<file path="config.mk">
export PLATFORM = sky130hd
export DESIGN_NAME = barrier_pkt_parser
export DESIGN_NICKNAME = d
export VERILOG_FILES = /design/src/rtl/barrier_pkt_parser.sv
export SDC_FILE = /design/constraint.sdc
export NUM_CORES = 1
export LEC_CHECK = 0
export CAP_MARGIN = 25
export CORE_UTILIZATION = 40
export CTS_BUF_LIST = sky130_fd_sc_hd__clkbuf_4 sky130_fd_sc_hd__clkbuf_8 sky130_fd_sc_hd__clkbuf_16
export DETAILED_ROUTE_END_ITERATION = 7
export PLACE_DENSITY = 0.85
export SYNTH_ARGS = -nofsm -noshare
export SYNTH_HDL_FRONTEND = slang
export SYNTH_SLANG_ARGS = --single-unit
</file>
<file path="constraint.sdc">
create_clock -name clk -period 2.1 [get_ports clk]
set_input_delay 0.315 -clock clk [delete_from_list [all_inputs] [get_ports clk]]
set_output_delay 0.315 -clock clk [all_outputs]
set_load 0.02 [all_outputs]
</file>
<file path="src/rtl/barrier_pkt_parser.sv">
// barrier_pkt_parser: snoops the 64-bit NetFPGA packet stream and finds barrier
// packets by ethertype. For each one it runs a single req/ack lookup against
// the comm_id table, then presents old/new state and hit/miss downstream
// through a valid/ready handshake.
module barrier_pkt_parser #(
  parameter int          DATA_WIDTH        = 64,
  parameter int          CTRL_WIDTH        = 8,
  parameter logic [15:0] BARRIER_ETHERTYPE = 16'h88B5
) (
  input  logic                  clk,
  input  logic                  reset,
  input  logic [DATA_WIDTH-1:0] in_data,
  input  logic [CTRL_WIDTH-1:0] in_ctrl,
  input  logic                  in_wr,
  output logic                  in_rdy,
  output logic [15:0]           comm_id,
  output logic [2:0]            barrier_state_in,
  output logic                  lookup_req,
  input  logic                  lookup_ack,
  input  logic [2:0]            barrier_state_out,
  input  logic                  lut_hit,
  input  logic                  lut_miss,
  output logic                  result_valid,
  input  logic                  result_rdy,
  output logic [15:0]           result_comm_id,
  output logic [2:0]            result_state_new,
  output logic [2:0]            result_state_old,
  output logic                  result_hit,
  output logic [15:0]           barrier_pkt_cnt,
  output logic [15:0]           short_pkt_cnt
);

  localparam logic [1:0] P_HDR  = 2'd0;
  localparam logic [1:0] P_W1   = 2'd1;
  localparam logic [1:0] P_W2   = 2'd2;
  localparam logic [1:0] P_REST = 2'd3;

  localparam logic [1:0] LK_IDLE = 2'd0;
  localparam logic [1:0] LK_REQ  = 2'd1;
  localparam logic [1:0] LK_REL  = 2'd2;
  localparam logic [1:0] LK_RES  = 2'd3;

  logic [1:0] p_state;
  logic [1:0] lk_state;
  logic       eth_match;
  logic       ack_armed;
  logic       word_acc;
  logic       is_ctrl;
  logic       start_lookup;

  // Payload bits outside the ethertype/comm_id/state fields, and the miss
  // flag (the complement of hit), carry nothing this block needs.
  logic unused_ok;
  assign unused_ok = ^{in_data[44:32], in_data[15:0], lut_miss};

  // Only the W2 word is held back, and only while a lookup is outstanding.
  assign in_rdy       = (lk_state == LK_IDLE) || (p_state != P_W2);
  assign word_acc     = in_wr & in_rdy;
  assign is_ctrl      = (in_ctrl != '0);
  assign start_lookup = word_acc && (p_state == P_W2) && !is_ctrl && eth_match;

  assign lookup_req       = (lk_state == LK_REQ);
  assign result_valid     = (lk_state == LK_RES);
  // The request fields only change on a start, which cannot happen until the
  // previous result is consumed, so they double as the result fields.
  assign result_comm_id   = comm_id;
  assign result_state_new = barrier_state_in;

  // Parse FSM: walks header/W0/W1/W2/rest of each packet on accepted words.
  always_ff @(posedge clk) begin
    if (reset) begin
      p_state          <= P_HDR;
      eth_match        <= 1'b0;
      short_pkt_cnt    <= '0;
      comm_id          <= '0;
      barrier_state_in <= '0;
    end else if (word_acc) begin
      case (p_state)
        P_HDR: begin
          if (!is_ctrl) p_state <= P_W1;
        end
        P_W1: begin
          if (is_ctrl) begin
            short_pkt_cnt <= short_pkt_cnt + 16'd1;
            p_state       <= P_HDR;
          end else begin
            eth_match <= (in_data[31:16] == BARRIER_ETHERTYPE);
            p_state   <= P_W2;
          end
        end
        P_W2: begin
          if (is_ctrl) begin
            short_pkt_cnt <= short_pkt_cnt + 16'd1;
            p_state       <= P_HDR;
          end else begin
            if (eth_match) begin
              comm_id          <= in_data[63:48];
              barrier_state_in <= in_data[47:45];
            end
            p_state <= P_REST;
          end
        end
        default: begin
          if (is_ctrl) p_state <= P_HDR;
        end
      endcase
    end
  end

  // Lookup FSM: req/ack with the table, then hold the result until taken.
  always_ff @(posedge clk) begin
    if (reset) begin
      lk_state         <= LK_IDLE;
      ack_armed        <= 1'b0;
      result_state_old <= '0;
      result_hit       <= 1'b0;
      barrier_pkt_cnt  <= '0;
    end else begin
      case (lk_state)
        LK_IDLE: begin
          if (start_lookup) begin
            lk_state  <= LK_REQ;
            // A still-high ack from the table is stale; require it to fall
            // before a high level counts as the ack for this request.
            ack_armed <= !lookup_ack;
          end
        end
        LK_REQ: begin
          if (lookup_ack && ack_armed) begin
            result_state_old <= barrier_state_out;
            result_hit       <= lut_hit;
            lk_state         <= LK_REL;
          end else if (!lookup_ack) begin
            ack_armed <= 1'b1;
          end
        end
        LK_REL: begin
          if (!lookup_ack) lk_state <= LK_RES;
        end
        default: begin
          if (result_rdy) begin
            barrier_pkt_cnt <= barrier_pkt_cnt + 16'd1;
            lk_state        <= LK_IDLE;
          end
        end
      endcase
    end
  end

endmodule
</file>
==> metrics, run 1 <==
status=complete, no violations; cell area power density=around 540 nW/um2; predominant post-synthesis flop cell=dfxtp_1; row cnt=31; Fin Clk Skew=0.00903 ns; HP Class=reg -> reg; Nets=575; main combinational cell family by area after synthesis=simple AND/OR/NAND/NOR gates; CP startpoint kind=flop; Post-synth ARST share=0; die footprint=just under 8000 um2; Placer Congestion=approximately 0.8; most common cell in the synthesized netlist=dfxtp_1; Avg Cell Area, Syn=between 8 and 9 um2; Slew Limit Headroom=0.602; slew of the pin with the lowest slew margin=0.597 ns; # H-tree levels=3; layout cells sized above 1=0.0924; hold slack=between 0.4 and 0.5 ns; CTS clk-pin slew, worst paths=~0.07 ns; Vias/cell=between 5 and 6; clk sinks=slightly above 60; Port Buf Inserts=128; Cell Area, Synth=about 3000 um2; synth top area cells=dfxtp_1 (40%), a21oi_1 (6.5%), nand2_1 (6.5%), buf_4 (4.7%), ha_1 (4.6%); final non-filler cell total=roughly 590; PnR worst setup slack=around 0.12 ns; adder-cell area share of the yosys netlist=0.0456; antenna-violating nets left=0; net count after synthesis=around 450; Crit. End Element=primary output; antenna violations before repair=0; top-area cell type share of the netlist area=0.405; leading area contributor after synthesis=dfxtp_1; final core utilization=0.635; unrepaired setup endpoints after global routing=no; top cells by count, synth=dfxtp_1 (61), nand2_1 (52), a21oi_1 (39); drt pass-1 iters=4; pin count of the biggest net entering global routing=33; core region area=around 7300 um2; Synth Area in Simple Gates=0.260; mux cell area share after synthesis=0.0452; Vias=between 3k and 4k; area grow syn2layout=52.7%; routed wire length=between 7000 and 8000 um; wire per inst=approximately 13 um; endpoints failing setup=0; Initial DRC Count=72; fmax=roughly 510 MHz; TritonCTS buffer count=9; EDFF count, synth=0; CTS Hold Buffers Added=0; Crit Path Max Fanout=5; Root Buffer=clkbuf_8; Max clock buf depth=2; CP arrival=roughly 1.7 ns; Pleak=1.63 nW; post-synthesis compound-gate area fraction=0.133; #FFs+latches synth=just over 60; sequential share of the synthesized area=0.405; CTS tree=built; Cells after Synth=between 300 and 400; Die Wd=around 89 um; DP Worst Slack=-0.184 ns; synth unique cells=42; number of global-route vias before repair=around 2.7k; maxcap violations=0; Diodes inserted=0; worst-skew pair later-pin latency=approximately 0.32 ns; worst vdd ir=0.000380 V; # IOs=159; first-pass GRT wire length=between 10,000 and 15,000 um; critical path class=reg -> out; gr usage total=0.193; final hold violation count=0; post-layout min period=around 2.0 ns; Placed Cells incl. Taps=570; Die Ht=slightly below 90 um; Post-DP HPWL=a little under 6000 um; Yosys Warn Count=0; setup_tns=0 ns; Final Slew Violations=0; XOR/XNOR Fraction of Synth Area=0.0290; DR DRC count=0; Crit path required time=~1.8 ns; Starting Density=0.416; grt total ovfl=0; Final Cycle Share=0.941
[where the power goes]
group | switching (W) | total, W | internal [W]
Sequential | 0.000000362 | 0.00116 | 0.00116
Clock | 0.000439 | 0.00118 | 0.000743
Combinational | 0.0000471 | 0.000144 | 0.0000970
Total | 0.000486 | 0.00248 | 0.00200
[through the flow]
stage / total power (W) / cell area [um2]
after floorplan: 0.00121 / 3020
after global placement: 0.00132 / 4370
after detailed placement: 0.00133 / 4370
after CTS: 0.00252 / 4600
after global routing: 0.00259 / 4610
final: 0.00248 / 4610
[layer usage]
metal,global-route usage,share of wire
met1,0.221,0.43
met2,0.337,0.48
met3,0.0560,0.077
met4,0.0748,0.011
met5,0,0
[placed cells by master, fill, tap and decap left out, types with 4 or more instances in the layout]
| master | instances |
|---|---|
| o31ai_1 | 10 |
| xor2_1 | 7 |
| nor4_1 | 5 |
| nor2_1 | 26 |
| ha_1 | 11 |
| mux2i_1 | 8 |
| nand4_1 | 9 |
| or4_1 | 13 |
| mux2_1 | 4 |
| or3_1 | 6 |
| and3_1 | 4 |
| nor2b_1 | 5 |
| a21oi_1 | 39 |
| nand2b_1 | 5 |
| o21ai_0 | 8 |
| buf_4 | 19 |
| dfxtp_1 | 60 |
| inv_1 | 9 |
| clkbuf_8 | 11 |
| nand3_1 | 11 |
| nand2_1 | 52 |
| clkdlybuf4s50_1 | 126 |
| nor3_1 | 5 |
[sequential cells by signal (all words and copies together), names as in the netlist]
signal,cells
barrier_pkt_cnt,16
lk_state,2
short_pkt_cnt,16
eth_match,1
comm_id,16
ack_armed,1
barrier_state_in,3
result_state_old,3
result_hit,1
p_state,2
[logic make-up after synthesis]
kind of cell / count (synthesis)
DFF: 61
AOI/OAI and AO/OA: 66
xor gates and xnor gates: 10
and+or+nand+nor: 152
buffers and inverters: 42
adders and majority gates: 11
muxes: 13
[worst paths after layout]
| path | startpoint | end | slack, ns | depth (start not counted) |
|---|---|---|---|---|
| min | comm_id[15]$_SDFFE_PP0P_ | comm_id[15]$_SDFFE_PP0P_ | 0.47 | 2 |
| min reg2reg | comm_id[15]$_SDFFE_PP0P_ | comm_id[15]$_SDFFE_PP0P_ | 0.47 | 2 |
| max reg2reg | p_state[0]$_SDFFE_PP0P_ | short_pkt_cnt[15]$_SDFFE_PP0P_ | 0.15 | 6 |
| max | lk_state[0]$_SDFFE_PP0P_ | lookup_req | 0.12 | 3 |
[worst max-delay path: stages, from the launching register on]
cell             delay (ns)
dfxtp_1                0.33
buf_4                  0.13
ha_1                   0.23
clkdlybuf4s50_1        0.65
[what timing repair did]
item                       CTS  global route
setup buffers                0             0
gates resized for setup      1             2
setup endpoints to repair    1             3
[cell type report]
class / count / area [um2]
Fill cell: 589 / 2650
Multi-Input combinational cell: 252 / 1550
Timing Repair Buffer: 149 / 1450
Sequential cell: 61 / 1220
Clock buffer: 12 / 159
Tap cell: 99 / 124
Clock inverter: 4 / 70.1
Inverter: 9 / 33.8
Note: power is estimated with default switching activity, not from simulation.
==> run 2: changes to the inputs <==
--- a/config.mk
+++ b/config.mk
@@ -5,8 +5,9 @@
 export SDC_FILE = /design/constraint.sdc
 export NUM_CORES = 1
 export LEC_CHECK = 0
+export ABC_AREA = 1
 export CAP_MARGIN = 25
-export CORE_UTILIZATION = 40
+export CORE_UTILIZATION = 41
 export CTS_BUF_LIST = sky130_fd_sc_hd__clkbuf_4 sky130_fd_sc_hd__clkbuf_8 sky130_fd_sc_hd__clkbuf_16
 export DETAILED_ROUTE_END_ITERATION = 7
 export PLACE_DENSITY = 0.85
==> run 2 against run 1 <==
Core utilization down 2.4 points; synthesized cell count is 34% higher; total power is 12% higher; hold slack improved by 0.016 ns; global-route usage rose by 0.97 points; worst setup slack better by 0.038 ns; clock skew fell by 0.00086 ns; sequential power up 6%; register-to-register slack gained 0.23 ns; count of clock-buffer cells in the layout down 2; first-iteration DRC count rose by 50%; critical path depth stayed put; critical endpoint unchanged; largest power group is now registers.
==> metrics, run 2 <==
status=complete, no violations (unchanged); Cell Area, Synth=3310 um2 (was 3020 um2); XOR/XNOR Fraction of Synth Area=0.00793 (was 0.0290); Synth Area in Simple Gates=0.337 (was 0.260); post-synthesis compound-gate area fraction=0.122 (was 0.133); CTS tree=built (unchanged); Crit. End Element=primary output (unchanged); Initial DRC Count=108 (was 72); commonest cells after routing, fill and taps aside=clkdlybuf4s50_1 (127), nor2_1 (103), nand2_1 (89) (was clkdlybuf4s50_1 (126), dfxtp_1 (60), nand2_1 (52)); core region area=7770 um2 (was 7250 um2); Regs by FF count=barrier_pkt_cnt x16, comm_id x16, short_pkt_cnt x16 (unchanged); Crit Path Max Fanout=4 (was 5); CP arrival=1.62 ns (was 1.66 ns); post-layout min period=1.94 ns (was 1.98 ns); Pleak=1.88 nW (was 1.63 nW); Vias=3,357 (was 3,002); Slew Limit Headroom=0.754 (was 0.602); Final Cycle Share=0.923 (was 0.941); gr usage total=0.202 (was 0.193); mux cell area share after synthesis=0 (was 0.0452); worst-skew pair later-pin latency=0.33 ns (was 0.32 ns); slew of the pin with the lowest slew margin=0.368 ns (was 0.597 ns); final non-filler cell total=696 (was 586); Post-DP HPWL=6350 um (was 5800 um); CTS clk-pin slew, worst paths=0.07 ns (about the same); sequential share of the synthesized area=0.368 (was 0.405); Critical-path top delay cell=clkdlybuf4s50_1 (unchanged); Critical Path Max Stage Delay=0.65 ns (about the same); Total Power=0.00278 W (was 0.00248 W); Diodes inserted=0 (unchanged); Buf/Inv on CP=2 (unchanged); Crit path max-delay family=buffers and inverters (unchanged); CP startpoint kind=flop (unchanged); drt pass-1 iters=4 (unchanged); TritonCTS buffer count=9 (unchanged); critical path depth=3 (unchanged); pin count of the biggest net entering global routing=33 (unchanged); layout cells sized above 1=0.0926 (was 0.0924); die footprint=8450 um2 (was 7890 um2); Placed Cells incl. Taps=680 (was 570); most common cell in the synthesized netlist=nor2_1 (was dfxtp_1); final hold violation count=0 (unchanged); cell area power density=586 nW/um2 (was 539 nW/um2); Nets=682 (was 575); critical path class=reg -> out (unchanged); leading area contributor after synthesis=dfxtp_1 (unchanged); antenna-violating nets left=0 (unchanged); worst vdd ir=0.000260 V (was 0.000380 V); # H-tree levels=3 (unchanged); Post-synth ARST share=0 (unchanged); fill count=673 (was 589); Reg2Reg Depth=10 (was 6); Avg Cell Area, Syn=6.98 um2 (was 8.50 um2); main combinational cell family by area after synthesis=simple AND/OR/NAND/NOR gates (unchanged); net count after synthesis=568 (was 448); setup_tns=0 ns (unchanged); Placer Congestion=0.798 (was 0.792); Yosys Warn Count=0 (unchanged); clk sinks=61 (unchanged); Fin Clk Skew=0.00817 ns (was 0.00903 ns); first-pass GRT wire length=14,200 um (was 11,800 um); DR DRC count=0 (unchanged); Crit path required time=1.78 ns (about the same); Port Buf Inserts=128 (unchanged); Max clock buf depth=2 (unchanged); commonest non-fill, non-tap cell in the layout=clkdlybuf4s50_1 (unchanged); top-area cell type share of the netlist area=0.368 (was 0.405); area grow syn2layout=43.2% (was 52.7%); row cnt=32 (was 31); Worst Hold Depth=2 (unchanged); endpoints failing setup=0 (unchanged); predominant post-synthesis flop cell=dfxtp_1 (unchanged); final core utilization=0.611 (was 0.635); antenna violations before repair=0 (unchanged); grt total ovfl=0 (unchanged); synth unique cells=39 (was 42); adder-cell area share of the yosys netlist=0.0415 (was 0.0456); Cells after Synth=475 (was 355); Vias/cell=4.82 (was 5.12); Starting Density=0.427 (was 0.416); fmax=516 MHz (was 506 MHz); HP Class=reg -> reg (unchanged); wire per inst=11.8 um (was 13.2 um); hold slack=0.482 ns (was 0.466 ns); maxcap violations=0 (unchanged); Root Buffer=clkbuf_8 (unchanged); #FFs+latches synth=61 (unchanged); unrepaired setup endpoints after global routing=no (unchanged); Final Slew Violations=0 (unchanged); synth top area cells=dfxtp_1 (37%), nor2_1 (12%), nand2_1 (10%), inv_1 (5.1%), buf_4 (4.5%) (was dfxtp_1 (40%), a21oi_1 (6.5%), nand2_1 (6.5%), buf_4 (4.7%), ha_1 (4.6%)); routed wire length=8200 um (was 7750 um); EDFF count, synth=0 (unchanged); CTS Hold Buffers Added=0 (unchanged); top cells by count, synth=nor2_1 (103), nand2_1 (89), dfxtp_1 (61) (was dfxtp_1 (61), nand2_1 (52), a21oi_1 (39)); # IOs=159 (unchanged); Die Wd=91.9 um (was 88.8 um); number of global-route vias before repair=3,257 (was 2,726); CP Cell Sequence=inv_1 > ha_1 > clkdlybuf4s50_1 (was buf_4 > ha_1 > clkdlybuf4s50_1); Die Ht=91.9 um (was 88.8 um)
-- run 2: cells by family after synthesis --
family / Yosys count
adders and majority gates: 11
DFF: 61
buffers and inverters: 79
and+or+nand+nor: 250
AOI/OAI and AO/OA: 71
xor gates and xnor gates: 3
-- run 2: timing repair --
action | CTS | global route
gates resized for setup | 1 | 0
buffers inserted | 0 | 0
setup endpoints to repair | 1 | 0
-- run 2: layer usage --
metal	up-vias	track usage	wire length, um
li1	1718	-	-
met1	1528	0.233	3670
met2	105	0.371	3990
met3	6	0.0489	491
met4	0	0.0521	48
met5	-	0	0
-- run 2: worst paths after layout --
check	slack [ns]	endpoint	startpoint
setup / recovery	0.16	lookup_req	lk_state[1]$_SDFFE_PP0P_
setup reg to reg	0.38	barrier_state_in[1]$_SDFFE_PP0P_	lk_state[0]$_SDFFE_PP0P_
hold / removal	0.48	ack_armed$_SDFFE_PP0P_	ack_armed$_SDFFE_PP0P_
hold reg to reg	0.48	ack_armed$_SDFFE_PP0P_	ack_armed$_SDFFE_PP0P_
-- run 2: cell type report --
type,count,area [um2],share of cell area
Multi-Input combinational cell,335,1680,0.355
Timing Repair Buffer,133,1330,0.280
Sequential cell,61,1220,0.257
Inverter,49,189,0.0398
Clock buffer,10,131,0.0277
Tap cell,102,128,0.0269
Clock inverter,6,63.8,0.0134
-- run 2: worst reg2reg max path, stage by stage (launching register included) --
cell,delay (ns)
dfxtp_1,0.34
inv_1,0.11
ha_1,0.24
inv_2,0.06
nand2_2,0.08
nand2_4,0.06
nor2_2,0.12
nand3_4,0.18
inv_4,0.22
o21ai_0,0.13
nor2_1,0.12
-- run 2: per-stage QoR --
step | instance area [um2] | worst slack [ns]
floorplan | 3310 | 0.493
global placement | 4550 | 0.239
detailed placement | 4550 | 0.181
CTS | 4750 | 0.136
global route | 4750 | 0.106
finish | 4750 | 0.162
-- run 2: report_power, final --
part | total [W] | internal (W) | leakage, nW | switching (W)
logic | 0.000541 | 0.000246 | 1.29 | 0.000295
registers | 0.00123 | 0.00119 | 0.492 | 0.0000364
clock network | 0.00101 | 0.000559 | 0.0957 | 0.000450
total | 0.00278 | 0.00200 | 1.88 | 0.000782
==> run 3: changes to the inputs <==
--- a/config.mk
+++ b/config.mk
@@ -7,10 +7,11 @@
 export LEC_CHECK = 0
 export ABC_AREA = 1
 export CAP_MARGIN = 25
-export CORE_UTILIZATION = 41
+export CORE_UTILIZATION = 60
 export CTS_BUF_LIST = sky130_fd_sc_hd__clkbuf_4 sky130_fd_sc_hd__clkbuf_8 sky130_fd_sc_hd__clkbuf_16
 export DETAILED_ROUTE_END_ITERATION = 7
-export PLACE_DENSITY = 0.85
+export DONT_BUFFER_PORTS = 1
+export PLACE_DENSITY = 0.8
 export SYNTH_ARGS = -nofsm -noshare
 export SYNTH_HDL_FRONTEND = slang
 export SYNTH_SLANG_ARGS = --single-unit
==> constraint.sdc (replaced) <==
create_clock -name clk -period 2 [get_ports clk]
set_input_delay 0.3 -clock clk [delete_from_list [all_inputs] [get_ports clk]]
set_output_delay 0.3 -clock clk [all_outputs]
set_load 0.02 [all_outputs]
==> run 3 against run 2 <==
Non-clock buffer count shrank 122; count of clock-buffer cells in the layout is the same; register-to-register slack lost 0.10 ns; largest power group unchanged; largest cell class unchanged; die area shrank 31%; highest routed layer unchanged; sequential share of layout area grew 9.7 points; via count shrank 14%; sequential power grew 6%.
==> metrics, run 3 (synthesis results as in run 2) <==
Critical Path Max Stage Delay=0.35 ns (was 0.65 ns); fmax=~580 MHz; Die Ht=76.3 um (was 91.9 um); Root Buffer=clkbuf_8 (unchanged); CTS clk-pin slew, worst paths=0.06 ns (was 0.07 ns); Critical-path top delay cell=dfxtp_1 (was clkdlybuf4s50_1); Final Cycle Share=0.861; Post-DP Area=3280 um2 (was 4550 um2); Post-DP HPWL=5220 um (was 6350 um); Max clock buf depth=2 (unchanged); antenna violations before repair=0 (unchanged); Design Area, Final=3440 um2 (was 4750 um2); Top Metal Used=met4 (unchanged); pin count of the biggest net entering global routing=34 (was 33); met2 routed WL=3540 um (was 3990 um); Placer Congestion=0.795 (was 0.798); Nets=560 (was 682); fill count=474 (was 673); Initial DRC Count=147 (was 108); commonest non-fill, non-tap cell in the layout=nor2_1 (was clkdlybuf4s50_1); post_cts resized=0 (was 1); CP Cell Sequence=inv_1 > ha_2 > inv_1 > nor2_1 > inv_1 > a21boi_1 > nand2_1 > nor2_1 > nor2_1 (was inv_1 > ha_1 > clkdlybuf4s50_1); setup_tns=0 ns (unchanged); WL met1=2920 um (was 3670 um); # H-tree levels=3 (unchanged); first-pass GRT wire length=11,700 um (was 14,200 um); routed wire length=7070 um (was 8200 um); status=complete, no violations (unchanged); Slew Limit Headroom=0.704 (was 0.754); Fin Clk Skew=0.00554 ns (was 0.00817 ns); unrepaired setup endpoints after global routing=no (unchanged); HP Class=in -> reg (was reg -> reg); worst-skew pair later-pin latency=0.34 ns (was 0.33 ns); CTS Hold Buffers Added=0 (unchanged); cell area power density=771 nW/um2 (was 586 nW/um2); Diodes inserted=0 (unchanged); layout cells sized above 1=0.130 (was 0.0926); grt total ovfl=0 (unchanged); Regs by FF count=barrier_pkt_cnt x16, comm_id x16, short_pkt_cnt x16 (unchanged); Vias/cell=5.33 (was 4.82); # IOs=159 (unchanged); Buf/Inv on CP=3 (was 2); setup bufs post-CTS=0 (unchanged); clk sinks=61 (unchanged); die footprint=5830 um2 (was 8450 um2); met3 wire length=467 um (was 491 um); Die Wd=76.3 um (was 91.9 um); Starting Density=0.637 (was 0.427); area grow syn2layout=3.89% (was 43.2%); final non-filler cell total=541 (was 696); number of global-route vias before repair=2,701 (was 3,257); CP arrival=1.95 ns (was 1.62 ns); critical path class=reg -> reg (was reg -> out); Crit Path Max Fanout=5 (was 4); maxcap violations=0 (unchanged); core region area=5200 um2 (was 7770 um2); CP startpoint kind=flop (unchanged); worst vdd ir=0.000708 V (was 0.000260 V); antenna-violating nets left=0 (unchanged); Port Buf Inserts=0 (was 128); Vias=2,884 (was 3,357); CTS tree=built (unchanged); slew of the pin with the lowest slew margin=0.444 ns (was 0.368 ns); Placed Cells incl. Taps=526 (was 680); Crit path max-delay family=simple AND/OR/NAND/NOR gates (was buffers and inverters); row cnt=26 (was 32); commonest cells after routing, fill and taps aside=nor2_1 (103), nand2_1 (89), dfxtp_1 (61) (was clkdlybuf4s50_1 (127), nor2_1 (103), nand2_1 (89)); wire per inst=13.1 um (was 11.8 um); post-layout min period=about 1.7 ns; endpoints failing setup=0 (unchanged); drt pass-1 iters=4 (unchanged); TritonCTS buffer count=9 (unchanged); Final Slew Violations=0 (unchanged); Crit path required time=2.23 ns (was 1.78 ns); Crit. End Element=flop (was primary output); DR DRC count=0 (unchanged); Pleak=1.44 nW (was 1.88 nW); final hold violation count=0 (unchanged); gr usage total=0.251 (was 0.202)
run 3: changes by cell type in the layout (fill, tap and decap cells not counted), sizes merged:
cell / previous run / this run
clkdlybuf4s50: 127 / 0
clkinv: 3 / 4
clkinvlp: 2 / 1
dlygate4sd2: 1 / 0
buf: 5 / 11
bufinv: 1 / 0
run 3: worst register-to-register path: stages, from the launching register on:
cell,delay [ns]
dfxtp_1,0.35
inv_1,0.11
ha_2,0.27
inv_1,0.10
nor2_1,0.17
inv_1,0.14
a21boi_1,0.17
nand2_1,0.12
nor2_1,0.13
nor2_1,0.06
run 3: area by class of cell:
class / instances / area (um2) / area share
Clock buffer: 10 / 138 / 0.0400
Clock inverter: 5 / 27.5 / 0.00799
Inverter: 49 / 189 / 0.0549
Multi-Input combinational cell: 335 / 1690 / 0.489
Sequential cell: 61 / 1220 / 0.355
Tap cell: 70 / 87.6 / 0.0254
Timing Repair Buffer: 11 / 95.1 / 0.0276
run 3: final timing paths:
path	from	end	slack, ns	depth (start not counted)
worst max-delay path	lk_state[1]$_SDFFE_PP0P_	lk_state[1]$_SDFFE_PP0P_	0.28	9
worst min-delay path	reset	short_pkt_cnt[10]$_SDFFE_PP0P_	0.03	1
worst max register to register	lk_state[1]$_SDFFE_PP0P_	lk_state[1]$_SDFFE_PP0P_	0.28	9
worst min register to register	ack_armed$_SDFFE_PP0P_	ack_armed$_SDFFE_PP0P_	0.47	2
run 3: per-layer routing:
| layer | vias to the layer above | global-route usage |
|---|---|---|
| met5 | - | 0 |
| li1 | 1466 | - |
| met1 | 1308 | 0.257 |
| met4 | 0 | 0.115 |
| met3 | 16 | 0.0922 |
| met2 | 94 | 0.452 |
run 3: through the flow:
| stage | total power [W] | utilization | setup WS [ns] | hold slack [ns] |
|---|---|---|---|---|
| 3_3_place_gp | 0.00173 | 0.629 | 0.345 | 0.371 |
| 3_5_place_dp | 0.00175 | 0.629 | 0.264 | 0.370 |
| 4_1_cts | 0.00268 | 0.661 | 0.210 | 0.00856 |
| 5_1_grt | 0.00280 | 0.662 | 0.0987 | 0.00178 |
| 6_report | 0.00266 | 0.662 | 0.278 | 0.0270 |
| 2_1_floorplan | 0.00168 | - | 0.393 | 0.435 |
run 3: report_power, final:
group / switching [W] / leakage (nW) / internal [W]
logic: 0.000276 / 0.863 / 0.000150
registers: 0.0000446 / 0.492 / 0.00125
clock network: 0.000464 / 0.0877 / 0.000466
